<file path="src/rtl/seq_divider_unit.sv">
// Multi-cycle restoring divider for RV32IM DIV/DIVU/REM/REMU.
// Handshakes: a request transfers on a rising edge where in_valid & in_ready & !flush;
// a result transfers on a rising edge where out_valid & out_ready. in_ready is high
// only in IDLE, out_valid only in DONE, and result/tag_out hold while out_valid is
// high and out_ready is low.
module seq_divider_unit #(
    parameter int WIDTH = 32,
    parameter int TAG_W = 5
) (
    input  logic             CLK,
    input  logic             Reset,
    input  logic             in_valid,
    output logic             in_ready,
    input  logic [1:0]       op,
    input  logic [WIDTH-1:0] dividend,
    input  logic [WIDTH-1:0] divisor,
    input  logic [TAG_W-1:0] tag_in,
    input  logic             flush,
    output logic             out_valid,
    input  logic             out_ready,
    output logic [WIDTH-1:0] result,
    output logic [TAG_W-1:0] tag_out,
    output logic [1:0]       dbg_state
);

    localparam int CNT_W = $clog2(WIDTH);
    localparam logic [WIDTH-1:0] MOST_NEG = {1'b1, {(WIDTH-1){1'b0}}};
    localparam logic [CNT_W-1:0] CNT_LOAD = CNT_W'(WIDTH - 1);

    typedef enum logic [1:0] {
        IDLE = 2'd0,
        CALC = 2'd1,
        FIX  = 2'd2,
        DONE = 2'd3
    } state_t;

    state_t             state_q, state_d;
    logic [WIDTH-1:0]   a_q, a_d;          // partial remainder
    logic [WIDTH-1:0]   q_q, q_d;          // dividend shifting out, quotient shifting in
    logic [WIDTH-1:0]   m_q, m_d;          // divisor magnitude
    logic [CNT_W-1:0]   cnt_q, cnt_d;
    logic               rem_sel_q, rem_sel_d;
    logic               sign_q_q, sign_q_d;
    logic               sign_r_q, sign_r_d;
    logic [TAG_W-1:0]   tag_q, tag_d;
    logic [WIDTH-1:0]   result_q, result_d;
    logic [TAG_W-1:0]   tag_out_q, tag_out_d;

    logic               accept;
    logic               signed_op;
    logic               dvd_neg, dsr_neg;
    logic [WIDTH-1:0]   dvd_mag, dsr_mag;
    logic               div_zero, overflow;
    logic [WIDTH:0]     shifted, trial;
    logic [WIDTH-1:0]   quo_fix, rem_fix;

    assign in_ready  = (state_q == IDLE);
    assign out_valid = (state_q == DONE);
    assign result    = result_q;
    assign tag_out   = tag_out_q;
    assign dbg_state = state_q;

    // Operand decode, one restoring step, sign fix-up, and next-state selection.
    always_comb begin
        state_d   = state_q;
        a_d       = a_q;
        q_d       = q_q;
        m_d       = m_q;
        cnt_d     = cnt_q;
        rem_sel_d = rem_sel_q;
        sign_q_d  = sign_q_q;
        sign_r_d  = sign_r_q;
        tag_d     = tag_q;
        result_d  = result_q;
        tag_out_d = tag_out_q;

        accept    = in_valid & in_ready & ~flush;
        signed_op = ~op[0];
        dvd_neg   = signed_op & dividend[WIDTH-1];
        dsr_neg   = signed_op & divisor[WIDTH-1];
        // Negating the most-negative value yields the same pattern, which read
        // unsigned is exactly its magnitude.
        dvd_mag   = dvd_neg ? -dividend : dividend;
        dsr_mag   = dsr_neg ? -divisor : divisor;
        div_zero  = (divisor == '0);
        overflow  = signed_op & (dividend == MOST_NEG) & (divisor == '1);

        // The partial remainder keeps its top bit in the shift, so a divisor
        // with its MSB set still compares correctly.
        shifted   = {a_q, q_q[WIDTH-1]};
        trial     = shifted - {1'b0, m_q};
        quo_fix   = sign_q_q ? -q_q : q_q;
        rem_fix   = sign_r_q ? -a_q : a_q;

        unique case (state_q)
            IDLE: begin
                if (accept) begin
                    tag_d     = tag_in;
                    rem_sel_d = op[1];
                    if (div_zero) begin
                        result_d  = op[1] ? dividend : '1;
                        tag_out_d = tag_in;
                        state_d   = DONE;
                    end else if (overflow) begin
                        result_d  = op[1] ? '0 : dividend;
                        tag_out_d = tag_in;
                        state_d   = DONE;
                    end else begin
                        a_d      = '0;
                        q_d      = dvd_mag;
                        m_d      = dsr_mag;
                        cnt_d    = CNT_LOAD;
                        sign_q_d = dvd_neg ^ dsr_neg;
                        sign_r_d = dvd_neg;
                        state_d  = CALC;
                    end
                end
            end
            CALC: begin
                if (!trial[WIDTH]) begin
                    a_d = trial[WIDTH-1:0];
                    q_d = {q_q[WIDTH-2:0], 1'b1};
                end else begin
                    a_d = shifted[WIDTH-1:0];
                    q_d = {q_q[WIDTH-2:0], 1'b0};
                end
                if (cnt_q == '0) begin
                    state_d = FIX;
                end else begin
                    cnt_d = cnt_q - 1'b1;
                end
            end
            FIX: begin
                if (!flush) begin
                    result_d  = rem_sel_q ? rem_fix : quo_fix;
                    tag_out_d = tag_q;
                end
                state_d = DONE;
            end
            DONE: begin
                if (out_ready) begin
                    state_d = IDLE;
                end
            end
            default: state_d = IDLE;
        endcase

        if (flush) begin
            state_d = IDLE;
        end
    end

    // State and datapath registers; reset drops any operation in flight.
    always_ff @(posedge CLK) begin
        if (Reset) begin
            state_q   <= IDLE;
            a_q       <= '0;
            q_q       <= '0;
            m_q       <= '0;
            cnt_q     <= '0;
            rem_sel_q <= 1'b0;
            sign_q_q  <= 1'b0;
            sign_r_q  <= 1'b0;
            tag_q     <= '0;
            result_q  <= '0;
            tag_out_q <= '0;
        end else begin
            state_q   <= state_d;
            a_q       <= a_d;
            q_q       <= q_d;
            m_q       <= m_d;
            cnt_q     <= cnt_d;
            rem_sel_q <= rem_sel_d;
            sign_q_q  <= sign_q_d;
            sign_r_q  <= sign_r_d;
            tag_q     <= tag_d;
            result_q  <= result_d;
            tag_out_q <= tag_out_d;
        end
    end

endmodule
</file>
<file path="config.mk">
export PLATFORM = sky130hd
export DESIGN_NAME = seq_divider_unit
export DESIGN_NICKNAME = d
export VERILOG_FILES = /design/src/rtl/seq_divider_unit.sv
export SDC_FILE = /design/constraint.sdc
export NUM_CORES = 1
export LEC_CHECK = 0
export CAP_MARGIN = 10
export CELL_PAD_IN_SITES_DETAIL_PLACEMENT = 0
export CELL_PAD_IN_SITES_GLOBAL_PLACEMENT = 1
export CORE_ASPECT_RATIO = 0.6
export CORE_MARGIN = 2
export CORE_UTILIZATION = 30
export DETAILED_ROUTE_END_ITERATION = 7
export PLACE_DENSITY = 0.68
export SLEW_MARGIN = 40
export SYNTH_ARGS = -nofsm -noshare
export SYNTH_HDL_FRONTEND = slang
export SYNTH_SLANG_ARGS = --single-unit
export TNS_END_PERCENT = 100
</file>
<file path="constraint.sdc">
create_clock -name CLK -period 6.5 [get_ports CLK]
set_input_delay 1.3 -clock CLK [delete_from_list [all_inputs] [get_ports CLK]]
set_output_delay 1.3 -clock CLK [all_outputs]
set_load 0.1 [all_outputs]
</file>
==> impl_metrics.env <==
export IMPL_drtPass1Iterations=8
export IMPL_grt_pass1_wl_mm=65.4
export IMPL_antennaDiodeCount=0
export IMPL_swShare_pct=33.0
export IMPL_place_congestion=0.885
export IMPL_grt_pass1_vias=10400
export IMPL_worst_setup_path_start_kind="input pin"
export IMPL_utilization_pct=36.2
export IMPL_io_buffers=116
export IMPL_groute_usage_overall_pct=21.9
export IMPL_arrival_ns=5.42
export IMPL_maxCapViolCount=0
export IMPL_netlist_area_mm2=0.0113
export IMPL_yosys_cell_count_top_type="nor2_1"
export IMPL_drc=0
export IMPL_yosys_warnings=0
export IMPL_async_flop_share_pct=0
export IMPL_slew_limit_headroom_pct=40.0
export IMPL_synthesis_nets=1611
export IMPL_drive_gt1_share_pct=8.05
export IMPL_setup_viol=0
export IMPL_required_ns=6.87
export IMPL_hold_viol=0
export IMPL_drt_iter0_markers=1245
export IMPL_reg2reg_depth=12
export IMPL_vias_per_cell=5.58
export IMPL_drt_total_wl_mm=43.0
export IMPL_crit_type="input pin to flip-flop"
export IMPL_h_tree_depth=4
export IMPL_p_seq_share_pct=38.0
export IMPL_io_pins=117
export IMPL_rows=54
export IMPL_synth_edf_count=0
export IMPL_clkSinkCount=148
export IMPL_tightestPinTransition_ns=0.889
export IMPL_start_util_pct=30.7
export IMPL_postRouteAntennaNets=0
export IMPL_slew_viol_final=0
export IMPL_synth_common_cells="165 x nor2_1, 148 x dfxtp_1, 133 x nand2_1"
export IMPL_hold_path_depth=2
export IMPL_ys_seq_area_share_pct=26.3
export IMPL_holdCritPathClass="flip-flop to flip-flop"
export IMPL_min_to="tag_q[1]$_SDFFE_PP0P_"
export IMPL_clockBufferDepth=2
export IMPL_die_w_um=254
export IMPL_leakage_nw=4.83
export IMPL_reg2reg_from="q_q[31]$_SDFFE_PP0P_"
export IMPL_final_nets=1673
export IMPL_yosysTopAreaCell="dfxtp_1"
export IMPL_hp_start="tag_q[1]$_SDFFE_PP0P_"
export IMPL_clk_latency_ns=0.45
export IMPL_dp_hpwl_mm=33.4
export IMPL_cts_setup_buffers=0
export IMPL_synth_seq_cells=148
export IMPL_cts_made_buffers=17
export IMPL_ff2ff_setup_slack_ns=2.49
export IMPL_switching_power_uw=856
export IMPL_status="finished, final reports clean"
export IMPL_ir_worst_vdd_uv=154
export IMPL_vias=11500
export IMPL_p_int_mw=1.74
export IMPL_hold_buffers=0
export IMPL_synth_cells=1491
export IMPL_cp_end_kind="flip-flop"
export IMPL_skew_ns=0.00912
export IMPL_gr_total_overflow=0
export IMPL_die_y_um=154
export IMPL_synth_cell_type_count=73
export IMPL_period_needed_ns=5.05
export IMPL_max_freq_mhz=198
export IMPL_core_mm2=0.0367
export IMPL_synthFlopType="dfxtp_1"
export IMPL_wl_per_cell_um=20.8
export IMPL_grt_max_degree=79
export IMPL_p_comb_share_pct=21.6
export IMPL_synth_area_top_cells="dfxtp_1 26%, xnor2_1 5.7%, xor2_1 5.7%"
export IMPL_powerDensity_mw_per_mm2=195
export IMPL_critical_path_max_fanout=61
export IMPL_r2r_end="a_q[20]$_SDFFE_PP0P_"
export IMPL_dieArea_mm2=0.0392
export IMPL_rsz0062_at_grt="false"
export IMPL_syn_to_final_growth_pct=17.8
export IMPL_avgSynthCellArea_um2=7.56
export IMPL_cts_tree="built"
export IMPL_p_clk_share_pct=40.4
export IMPL_antenna_found_initial=1
export IMPL_clockRootBuffer="clkbuf_16"
export IMPL_yosysTopAreaCellShare_pct=26.3
export IMPL_post_cts_resized=0
export IMPL_fin_tns_setup_ns=0
export IMPL_fin_crit_sh_pct=77.7
export IMPL_clk_pin_slew_worst_paths_ns=0.07
## worst max-delay path by stage
stage	start	endpoint	slack, ns	cells past startpoint
floorplan	dividend[1]	result[16]$_SDFFE_PP0P_	2.42	12
global placement	dividend[0]	result[19]$_SDFFE_PP0P_	1.18	12
detailed placement	dividend[0]	cnt_q[0]$_SDFFE_PP0P_	1.05	12
CTS	dividend[0]	cnt_q[0]$_SDFFE_PP0P_	1.53	12
global route	dividend[0]	cnt_q[0]$_SDFFE_PP0P_	1.26	12
finish	dividend[0]	cnt_q[0]$_SDFFE_PP0P_	1.45	12
## worst max-delay path, stage by stage
cell and delay (ns):
clkdlybuf4s50_1 0.51, inv_1 0.10, ha_1 0.17, or4b_4 0.52, nor4_4 0.53, nand3_2 0.31
o41ai_4 0.61, nor2_4 0.09, buf_4 0.32, a21oi_1 0.55, nor2_1 0.15, a211oi_1 0.25
## cells by family (layout without fill, tap and decap cells)
group,count (synthesis),in the layout,share of synthesized area [%]
simple gates,498,498,21.2
compound gates,447,447,26.1
buf+inv,154,229,5.34
xor+xnor,148,148,11.5
flops,148,148,26.3
fa+ha+maj,61,61,6.46
mux,35,35,3.12
## per-layer routing
metal	track usage, %	share of wire, %	vias up
li1	-	-	5554
met5	0	0	-
met4	3.70	0.82	0
met3	5.02	8.5	33
met1	36.6	54	5506
met2	27.4	36	453
## layout by cell type (no fill, tap or decap), types with 9 or more instances in the layout
master	n
or3_1	16
and2_1	11
o41ai_1	17
nand2b_1	16
or4_1	15
buf_2	41
buf_4	23
nor2_1	164
a21o_1	9
nand3b_1	15
nor4_1	13
o31ai_1	30
xor2_1	74
o21ai_1	12
maj3_1	17
nor3_1	38
clkbuf_16	17
clkdlybuf4s50_1	74
xnor2_1	73
inv_1	55
o21ai_0	91
mux2i_1	34
a211oi_1	80
a21oi_1	94
nand4_1	13
or2_2	12
dfxtp_1	148
o22ai_1	27
nand2_1	133
ha_1	41
o211ai_1	9
nand3_1	24
## registers in the layout, summed over array words and instances, names as in the netlist
signal / cells
tag_q: 5
rem_sel_q: 1
dbg_state: 2
tag_out: 5
a_q: 32
m_q: 32
cnt_q: 5
q_q: 32
result: 32
sign_r_q: 1
sign_q_q: 1
## stage by stage
step	hold WS [ns]	setup slack, ns	total power [mW]	cells	cell area (µm²)
floorplan	0.432	2.42	1.35	1491	11300
global placement	0.443	1.18	1.55	2038	12900
detailed placement	0.450	1.05	1.55	2038	12700
CTS	0.461	1.53	2.60	2070	13300
global route	0.501	1.26	2.71	2070	13300
finish	0.458	1.45	2.59	2070	13300
## area by class of cell
| type | instances | area, µm² |
|---|---|---|
| Sequential cell | 148 | 2960 |
| Fill cell | 3915 | 23400 |
| Tap cell | 504 | 631 |
| Inverter | 58 | 218 |
| Clock buffer | 17 | 425 |
| Timing Repair Buffer | 139 | 1130 |
| Clock inverter | 15 | 170 |
| Multi-Input combinational cell | 1189 | 7750 |
## power by group through the flow
stage                     clock network [mW]  logic [mW]  registers [mW]
after CTS                               1.07       0.552           0.984
after global placement                     0       0.547            1.00
after floorplan                            0       0.356           0.991
final                                   1.05       0.561           0.985
after detailed placement                   0       0.549            1.00
after global routing                    1.10       0.612           0.989
Note: power is estimated with default switching activity, not from simulation.
